<file path="src/rtl/vid_in_pkg.sv">
// Shared types and helpers for the analog video input deserialiser.
package vid_in_pkg;

  typedef enum logic {
    ST_UNLOCK = 1'b0,
    ST_LOCKED = 1'b1
  } lock_state_e;

  // Output word width: DDR packs both edges, SDR keeps the rising edge only.
  function automatic int ow_calc(input int lw, input int ddr);
    return (ddr != 0) ? 2 * lw : lw;
  endfunction

endpackage

</file>
<file path="src/rtl/vid_in_lock.sv">
// Parity-driven link-lock FSM: LOCK_GOOD consecutive good words lock, LOCK_BAD consecutive bad words unlock.
module vid_in_lock
  import vid_in_pkg::*;
#(
  parameter int LOCK_GOOD = 16,
  parameter int LOCK_BAD  = 4,
  parameter int PAR_EN    = 1
) (
  input  logic clk,
  input  logic rst_n,
  input  logic clr,
  input  logic valid,
  input  logic err,
  output logic lock
);

  localparam int GW = (LOCK_GOOD > 1) ? $clog2(LOCK_GOOD) : 1;
  localparam int BW = (LOCK_BAD > 1) ? $clog2(LOCK_BAD) : 1;
  localparam logic [GW-1:0] GOOD_LAST = GW'(LOCK_GOOD - 1);
  localparam logic [BW-1:0] BAD_LAST  = BW'(LOCK_BAD - 1);

  lock_state_e   state_q;
  logic [GW-1:0] good_cnt_q;
  logic [BW-1:0] bad_cnt_q;
  logic          lock_q;

  always_ff @(posedge clk or negedge rst_n) begin
    if (!rst_n) begin
      state_q    <= ST_UNLOCK;
      good_cnt_q <= '0;
      bad_cnt_q  <= '0;
      lock_q     <= 1'b0;
    end else if (PAR_EN == 0) begin
      // Without parity there is nothing to judge; lock simply follows valid data.
      lock_q <= valid;
    end else if (clr) begin
      state_q    <= ST_UNLOCK;
      good_cnt_q <= '0;
      bad_cnt_q  <= '0;
      lock_q     <= 1'b0;
    end else if (valid) begin
      unique case (state_q)
        ST_UNLOCK: begin
          if (err) begin
            good_cnt_q <= '0;
          end else if (good_cnt_q == GOOD_LAST) begin
            state_q   <= ST_LOCKED;
            lock_q    <= 1'b1;
            bad_cnt_q <= '0;
          end else begin
            good_cnt_q <= good_cnt_q + GW'(1);
          end
        end
        ST_LOCKED: begin
          if (!err) begin
            bad_cnt_q <= '0;
          end else if (bad_cnt_q == BAD_LAST) begin
            state_q    <= ST_UNLOCK;
            lock_q     <= 1'b0;
            good_cnt_q <= '0;
          end else begin
            bad_cnt_q <= bad_cnt_q + BW'(1);
          end
        end
      endcase
    end
  end

  assign lock = lock_q;

endmodule

</file>
<file path="src/rtl/vid_in_deser.sv">
// Video PMOD input PHY: assembles IOB-captured lanes into words, checks parity, stretches reset, tracks lock.
// Define VID_IN_ERR_CNT_EN to build the saturating parity-error counter behind err_cnt.
module vid_in_deser
  import vid_in_pkg::*;
#(
  parameter int LW           = 4,
  parameter int DDR          = 1,
  parameter int PAR_EN       = 1,
  parameter int PAR_ODD      = 0,
  parameter int RST_LEN_LOG2 = 3,
  parameter int LOCK_GOOD    = 16,
  parameter int LOCK_BAD     = 4,
  parameter int ERR_CNT_W    = 16,
  localparam int OW = ow_calc(LW, DDR),
  localparam int IW = LW + PAR_EN
) (
  input  logic                 clk,
  input  logic                 rst_n,
  input  logic                 active,
  input  logic [IW-1:0]        in_rise,
  input  logic [IW-1:0]        in_fall,
  output logic [OW-1:0]        out_data,
  output logic                 out_valid,
  output logic                 out_err,
  output logic                 out_rst,
  output logic                 lock,
  output logic [ERR_CNT_W-1:0] err_cnt,
  input  logic                 err_cnt_clr
);

  localparam int CW = RST_LEN_LOG2 + 1;
  localparam logic [CW-1:0] CNT_LOAD = CW'(1) << RST_LEN_LOG2;

  logic          act_meta_q, active_s_q;
  logic [CW-1:0] rst_cnt_q, rst_cnt_d;
  logic          out_rst_w;
  logic [OW-1:0] word;
  logic          per_r, per_f;
  logic [OW-1:0] out_data_q;
  logic          out_valid_q, out_err_q;

  // NOTE: non-blocking assignments make the two stages shift one per edge instead of collapsing.
  always_ff @(posedge clk or negedge rst_n) begin
    if (!rst_n) begin
      act_meta_q <= 1'b0;
      active_s_q <= 1'b0;
    end else begin
      act_meta_q <= active;
      active_s_q <= act_meta_q;
    end
  end

  // MSB-set counter runs until it wraps to zero, giving exactly 2^RST_LEN_LOG2 cycles of reset.
  always_comb begin
    // NOTE: default first so every path assigns rst_cnt_d and no latch is inferred.
    rst_cnt_d = rst_cnt_q;
    if (!active_s_q) begin
      rst_cnt_d = CNT_LOAD;
    end else if (rst_cnt_q[CW-1]) begin
      rst_cnt_d = rst_cnt_q + CW'(1);
    end
  end

  always_ff @(posedge clk or negedge rst_n) begin
    if (!rst_n) rst_cnt_q <= CNT_LOAD;
    else        rst_cnt_q <= rst_cnt_d;
  end

  assign out_rst_w = rst_cnt_q[CW-1];

  if (DDR != 0) begin : g_ddr
    assign word  = {in_fall[LW-1:0], in_rise[LW-1:0]};
    assign per_f = (^in_fall) ^ (PAR_ODD != 0);
  end else begin : g_sdr
    assign word  = in_rise[LW-1:0];
    assign per_f = 1'b0;
  end

  assign per_r = (^in_rise) ^ (PAR_ODD != 0);

  always_ff @(posedge clk or negedge rst_n) begin
    if (!rst_n) begin
      out_data_q  <= '0;
      out_valid_q <= 1'b0;
      out_err_q   <= 1'b0;
    end else if (out_rst_w) begin
      out_data_q  <= '0;
      out_valid_q <= 1'b0;
      out_err_q   <= 1'b0;
    end else begin
      out_data_q  <= word;
      out_valid_q <= 1'b1;
      out_err_q   <= (PAR_EN != 0) & (per_r | per_f);
    end
  end

  vid_in_lock #(
    .LOCK_GOOD (LOCK_GOOD),
    .LOCK_BAD  (LOCK_BAD),
    .PAR_EN    (PAR_EN)
  ) u_lock (
    .clk   (clk),
    .rst_n (rst_n),
    .clr   (out_rst_w),
    .valid (out_valid_q),
    .err   (out_err_q),
    .lock  (lock)
  );

`ifdef VID_IN_ERR_CNT_EN
  logic [ERR_CNT_W-1:0] err_cnt_q;

  // Survives stretched resets and link drops so field errors stay visible; clear wins over increment.
  always_ff @(posedge clk or negedge rst_n) begin
    if (!rst_n) begin
      err_cnt_q <= '0;
    end else if (err_cnt_clr) begin
      err_cnt_q <= '0;
    end else if (out_valid_q && out_err_q && !(&err_cnt_q)) begin
      err_cnt_q <= err_cnt_q + ERR_CNT_W'(1);
    end
  end

  assign err_cnt = err_cnt_q;
`else
  logic unused_err_cnt_clr;
  assign unused_err_cnt_clr = err_cnt_clr;
  assign err_cnt = '0;
`endif

  assign out_data  = out_data_q;
  assign out_valid = out_valid_q;
  assign out_err   = out_err_q;
  assign out_rst   = out_rst_w;

endmodule

</file>
<file path="config.mk">
export PLATFORM = sky130hd
export DESIGN_NAME = vid_in_deser
export DESIGN_NICKNAME = d
export VERILOG_FILES = /design/src/rtl/vid_in_pkg.sv /design/src/rtl/vid_in_lock.sv /design/src/rtl/vid_in_deser.sv
export SDC_FILE = /design/constraint.sdc
export NUM_CORES = 1
export LEC_CHECK = 0
export ABC_AREA = 0
export CORE_MARGIN = 4
export CORE_UTILIZATION = 43
export CTS_BUF_LIST = sky130_fd_sc_hd__clkbuf_8
export DETAILED_ROUTE_END_ITERATION = 10
export PLACE_DENSITY = 0.78
export SETUP_SLACK_MARGIN = 0.5
export SLEW_MARGIN = 30
export SYNTH_ARGS = -nofsm -noshare
export SYNTH_HDL_FRONTEND = slang
export SYNTH_HIERARCHICAL = 1
export SYNTH_SLANG_ARGS = --single-unit
</file>
<file path="constraint.sdc">
create_clock -name clk -period 1.5 [get_ports clk]
set_input_delay 0.15 -clock clk [delete_from_list [all_inputs] [get_ports clk]]
set_output_delay 0.15 -clock clk [all_outputs]
set_load 0.01 [all_outputs]
</file>
* After elaboration in Yosys (flattened, before gate mapping)
Cells that the tools add are included.
** Storage, ports and cells
- Register bits after elaboration :: 24
- Latch bits :: 0
- Memory bits (writable) :: 0
- ROM bits :: 0
- Output and inout bits :: 28
- Memories kept :: 0
** Cells by class
- $add $sub $neg :: 3
- Multiply operators :: 0
- Divide/modulo/power cells :: 0
- $lt $le $gt $ge :: 0
- Eq/ne operators :: 9
- Shifts and indexed selects :: 0
- Muxes and demuxes :: 33
- Bitwise logic cells :: 2
- Reductions and logical operators :: 6
** Operators with widths (count)
- $mux 4 :: 8
- $mux 1 :: 14
- $mux 2 :: 6
- $reduce_xor 5->1 :: 2
- $ne 3x3->1 const B :: 3
- $add 4x1->4 const B :: 2
- $mux 8 :: 1
- $ne 4x4->1 const B :: 2
- $pmux 4 s2 :: 1
- $reduce_and 4->1 :: 2
- $reduce_and 5->1 :: 1
- $eq 4x4->1 const B :: 1
- $pmux 1 s2 :: 2
- $pmux 2 s2 :: 1
- $ne 3x2->1 const B :: 1
- $add 2x1->2 const B :: 1
- $eq 2x2->1 const B :: 1
- $ne 2x1->1 const B :: 1
- $reduce_bool 2->1 :: 1
- $not 1->1 :: 1
- $or 1x1->1 :: 1

* Longest topological paths before layout
- Depth in word-level cells :: 6
- Mapped depth :: 4

* Cells and area by module
Netlist, hierarchy kept.
** By module, submodules not included
- vid_in_deser :: instances 1, cells an instance 60, area each 764.5 um2, sequential area each 401.6 um2
- vid_in_lock :: instances 1, cells an instance 55, area each 528.0 um2, sequential area each 200.2 um2

* Worst setup path before layout
OpenSTA, ideal clock, no wires.
- Path type :: reg2reg
- From :: reg u_lock.bad_cnt_q[0]
- To :: reg u_lock.bad_cnt_q[1]
- Library setup time :: 125 ps
- Arrival time :: 1331 ps
- Required time :: 1375 ps
- Path slack :: 44 ps
- Stages on the path, launching flop included :: 5
- Path buffers :: 0
- Path through :: dfrtp_1 -> ha_1 -> nand3b_1 -> a32oi_1 -> mux2_2
** Between the ends
- Cells in the longest elaborated chain, start to end :: 6
- Elaborated cells on any way between the ends :: 9
- Classes of those cells :: 1 x add/sub; 2 x eq/ne; 5 x mux; 1 x reduce/logical
** RTL lines
- from (decl) :: RTL line vid_in_lock.sv:24 : logic [BW-1:0] bad_cnt_q;
- from (signal assigned) :: RTL line vid_in_lock.sv:62 : bad_cnt_q <= bad_cnt_q + BW'(1);
- $add 2x1->2 :: RTL line vid_in_lock.sv:62
- $mux 2 :: RTL line vid_in_lock.sv:57 : end else if (bad_cnt_q == BAD_LAST) begin
- $mux 2 :: RTL line vid_in_lock.sv:55 : if (!err) begin
- $pmux 2 s2 :: RTL line vid_in_lock.sv:42 : unique case (state_q)
- $mux 2 :: RTL line vid_in_lock.sv:41 : end else if (valid) begin
- $mux 2 :: RTL line vid_in_lock.sv:36 : end else if (clr) begin
Parallel ways exist; a longest one is shown, timed or not. The select of a mux whose other input is x is not followed.
A chain may end at the register's enable or synchronous reset.

* Worst setup path in the final report
- From :: reg u_lock.bad_cnt_q[0]
- To :: reg u_lock.good_cnt_q[2]
** Between the ends
- Cells in the longest elaborated chain, start to end :: 3
** RTL lines
- $eq 2x2->1 :: RTL line vid_in_lock.sv:57
- $ne 3x3->1 (no line)
- $reduce_and 4->1 (no line)
- to (signal assigned) :: RTL line vid_in_lock.sv:51 : good_cnt_q <= good_cnt_q + GW'(1);
- to (decl) :: RTL line vid_in_lock.sv:23 : logic [GW-1:0] good_cnt_q;
No other way between the ends.

==> qor.yml <==
critical_path:
  startpoint_type: "flop"
  cp.required_ns: 1.68
  critPathMaxFanout: 5
  worstSetupPathType: "reg2reg"
  rr_startpoint: "u_lock/bad_cnt_q[0]"
  critPathLaunch: "u_lock/bad_cnt_q[0]"
  cp_data_arrival_time_ns: 1.68
  end_kind: "flop"
pwr:
  p_clk_frac: 0.343
  seqPwrFrac: 0.534
  intPower_mw: 0.976
  leakage_nw: 0.897
  ir_drop_uv: 611
  powerDensity_nw_per_um2: 677
  switchingPower_mw: 0.277
  switching_share: 0.221
  p_comb_frac: 0.123
die:
  die-height_um: 62.8
  dieArea_um2: 3950
  num_rows: 19
  start_util: 0.461
  io_pins: 42
  core-area_um2: 2810
  die_w_um: 62.8
timing:
  fin_crit_sh: 1.00
  max_freq_mhz: 666
  finalSetupViolations: 1
  finalHoldViolations: 0
  fin_ws_ns: -0.000930
  skew_ns: 0.00191
  rsz0062_at_grt: "yes"
  hold_ws_ns: 0.239
  drv_slew: 0
  layout_min_cycle_time_ns: 1.50
  tns_ns: -0.000930
clock_tree:
  htree_levels: 1
  insertion_delay_ns: 0.26
  holdBufCountCts: 0
  path_clk_slew_ns: 0.08
  cts_sinks: 24
  cts_tree: "done"
  cts-root-buf: "clkbuf_8"
  cts.path.max_buffers: 2
  numCtsBuffers: 3
yosys:
  yosysSeqAreaShare: 0.466
  syn-instance-count: 115
  ys_warn_count: 6
  synth.distinct_cells: 42
  postSynthAreaPerCell_um2: 11.2
  ys_seq_elements: 24
  syn_area_um2: 1290
cells_and_area:
  fillerInstances: 220
  antennaDiodeCount: 0
  syn2layout_area_growth_pct: 43.2
  fin_nets: 178
  drive_gt1_frac: 0.388
place:
  pre_cts_ws_ns: -0.00241
  gp_congestion: 0.772
  hpwl_um: 1790
  place.port_buffers: 24
global_routing:
  track_usage: 0.148
  first_global_vias: 1021
  grt_pass1_wl_um: 4660
  grt-ovfl-total: 0
  grt_start_max_net_pins: 25
  antenna_found_initial: 0
route:
  vias_per_cell: 5.14
  drt-initial-drc-count: 68
  wl_met3_um: 179
  wl_per_cell_um: 15.2
  firstDrtPassIters: 4
  routed_wl_um: 2910
  antenna_left: 0
  drt-met1-wl_um: 1140
  drc: 0
  vias: 982
  dr.max_layer_used: "met4"
  wl_met2_um: 1560
worst_hold_path:
  hp-class: "in2async"
run_status:
  outcome: "finished, violations left"
  violations: "negative setup slack"
job:
  drv_cap: 0
## cells in the final DEF, fill, tap and decap left out, types with 2 or more instances in the layout
cell	Yosys	layout
and2_1	2	2
nor2b_1	8	4
and3_4	1	2
o31ai_1	3	3
buf_2	2	8
clkdlybuf4s50_1	0	8
dlygate4sd2_1	0	4
buf_6	1	7
nor2b_4	0	5
clkbuf_8	0	4
and3_1	3	2
buf_16	0	2
nand2_1	4	3
nand3_1	2	2
buf_4	16	13
o21a_1	2	2
dfrtp_1	23	21
dfrtp_2	0	2
inv_1	6	6
conb_1	1	16
xnor3_1	2	2
mux2i_1	2	2
xnor2_1	4	3
## stage by stage
step / area, um^2 / std cells / power [mW] / util
final: 1850 / 191 / 1.25 / 0.660
after CTS: 1750 / 186 / 1.24 / 0.623
after floorplan: 1380 / 130 / 0.787 / -
after global placement: 1530 / 169 / 0.815 / 0.546
after detailed placement: 1530 / 169 / 0.820 / 0.546
after global routing: 1850 / 191 / 1.31 / 0.660
## state kept, by name, summed over array words and instances (netlist names)
| name | count |
|---|---|
| out_data | 8 |
| rst_cnt_q | 4 |
| u_lock/good_cnt_q | 4 |
| u_lock/bad_cnt_q | 2 |
| act_meta_q | 1 |
| active_s_q | 1 |
| out_err | 1 |
| out_valid | 1 |
| u_lock/lock | 1 |
| u_lock/state_q | 1 |
## synthesized netlist by cell type
| master | number | area (um^2) |
|---|---|---|
| nand2b_1 | 1 | 6.26 |
| o21ai_0 | 1 | 5.00 |
| nor3_1 | 2 | 10.0 |
| conb_1 | 1 | 3.75 |
| nand3b_1 | 1 | 7.51 |
| ha_1 | 3 | 37.5 |
| a2111o_1 | 1 | 11.3 |
| xor2_1 | 1 | 8.76 |
| nor2_1 | 2 | 7.51 |
| mux2i_1 | 2 | 20.0 |
| and3_4 | 1 | 11.3 |
| nor3b_1 | 1 | 7.51 |
| a21oi_1 | 1 | 5.00 |
| xnor2_4 | 1 | 27.5 |
| nor2b_2 | 2 | 17.5 |
| o311ai_1 | 2 | 17.5 |
| dfrtp_1 | 23 | 576 |
| buf_4 | 16 | 120 |
| and2_1 | 2 | 12.5 |
| o22ai_1 | 1 | 6.26 |
| xnor3_1 | 2 | 45.0 |
| o21ai_1 | 1 | 5.00 |
| o32a_2 | 1 | 11.3 |
| o21a_1 | 2 | 15.0 |
| or3_1 | 2 | 12.5 |
| inv_1 | 6 | 22.5 |
| a41oi_1 | 1 | 8.76 |
| o31ai_1 | 3 | 22.5 |
| a32oi_1 | 1 | 8.76 |
| mux2_2 | 1 | 11.3 |
| dfstp_2 | 1 | 26.3 |
| a22oi_1 | 2 | 15.0 |
| xnor2_1 | 4 | 35.0 |
| o211a_1 | 1 | 10.0 |
| inv_2 | 1 | 3.75 |
| and3_1 | 3 | 18.8 |
| nand3_1 | 2 | 10.0 |
| buf_6 | 1 | 11.3 |
| nor2b_1 | 8 | 50.1 |
| buf_2 | 2 | 10.0 |
| nand2_1 | 4 | 15.0 |
| nand4_1 | 1 | 6.26 |
## metal layers
metal  track usage  vias to the layer above
met5             0                        -
met1         0.163                      478
li1              -                      457
met3        0.0396                        6
met2         0.270                       41
met4        0.0496                        0
## area by class of cell
type | instances | area, um^2 | share of cell area
clock buffers | 4 | 55.1 | 0.0297
inverters | 7 | 38.8 | 0.0210
multi-input cells | 80 | 698 | 0.377
flip-flops and latches | 24 | 604 | 0.327
well taps | 31 | 38.8 | 0.0210
repair buffers | 45 | 415 | 0.224
## timing repair
item,in CTS,in global routing
gates resized for setup,64,23
buffers inserted,11,5
gates cloned,2,0
pin swaps,12,7
endpoints found under the setup margin,34,27
## cell families after synthesis
logic type / count (synthesis) / synth area share
buf+inv: 26 / 0.130
mux: 3 / 0.0242
compound gates: 18 / 0.109
flops: 24 / 0.466
xor+xnor: 8 / 0.0900
simple gates: 32 / 0.149
fa+ha+maj: 3 / 0.0290
other cells: 1 / 0.00290
## power groups by stage
stage,sequential (mW),clock (mW),combinational [mW]
after floorplan,0.678,0,0.109
final,0.669,0.429,0.155
after CTS,0.667,0.430,0.145
after global routing,0.671,0.477,0.168
after global placement,0.678,0,0.136
after detailed placement,0.680,0,0.140
## critical path: stages (launching register included)
cell     delay [ns]
dfrtp_1        0.40
ha_2           0.20
buf_4          0.13
and3_4         0.20
or3_4          0.34
a22oi_1        0.16
## path summary, 6_finish.rpt
check / to / slack, ns / cells after the start
min in group clk: out_data[4] / 0.26 / 2
setup reg to reg: u_lock/good_cnt_q[2] / -0.0009 / 5
setup / recovery: u_lock/good_cnt_q[2] / -0.0009 / 5
hold / removal: u_lock/bad_cnt_q[0] / 0.24 / 2
max in group asynchronous: rst_cnt_q[3] / 0.97 / 2
hold reg to reg: active_s_q / 0.36 / 0
(Power assumes the default switching activity.)
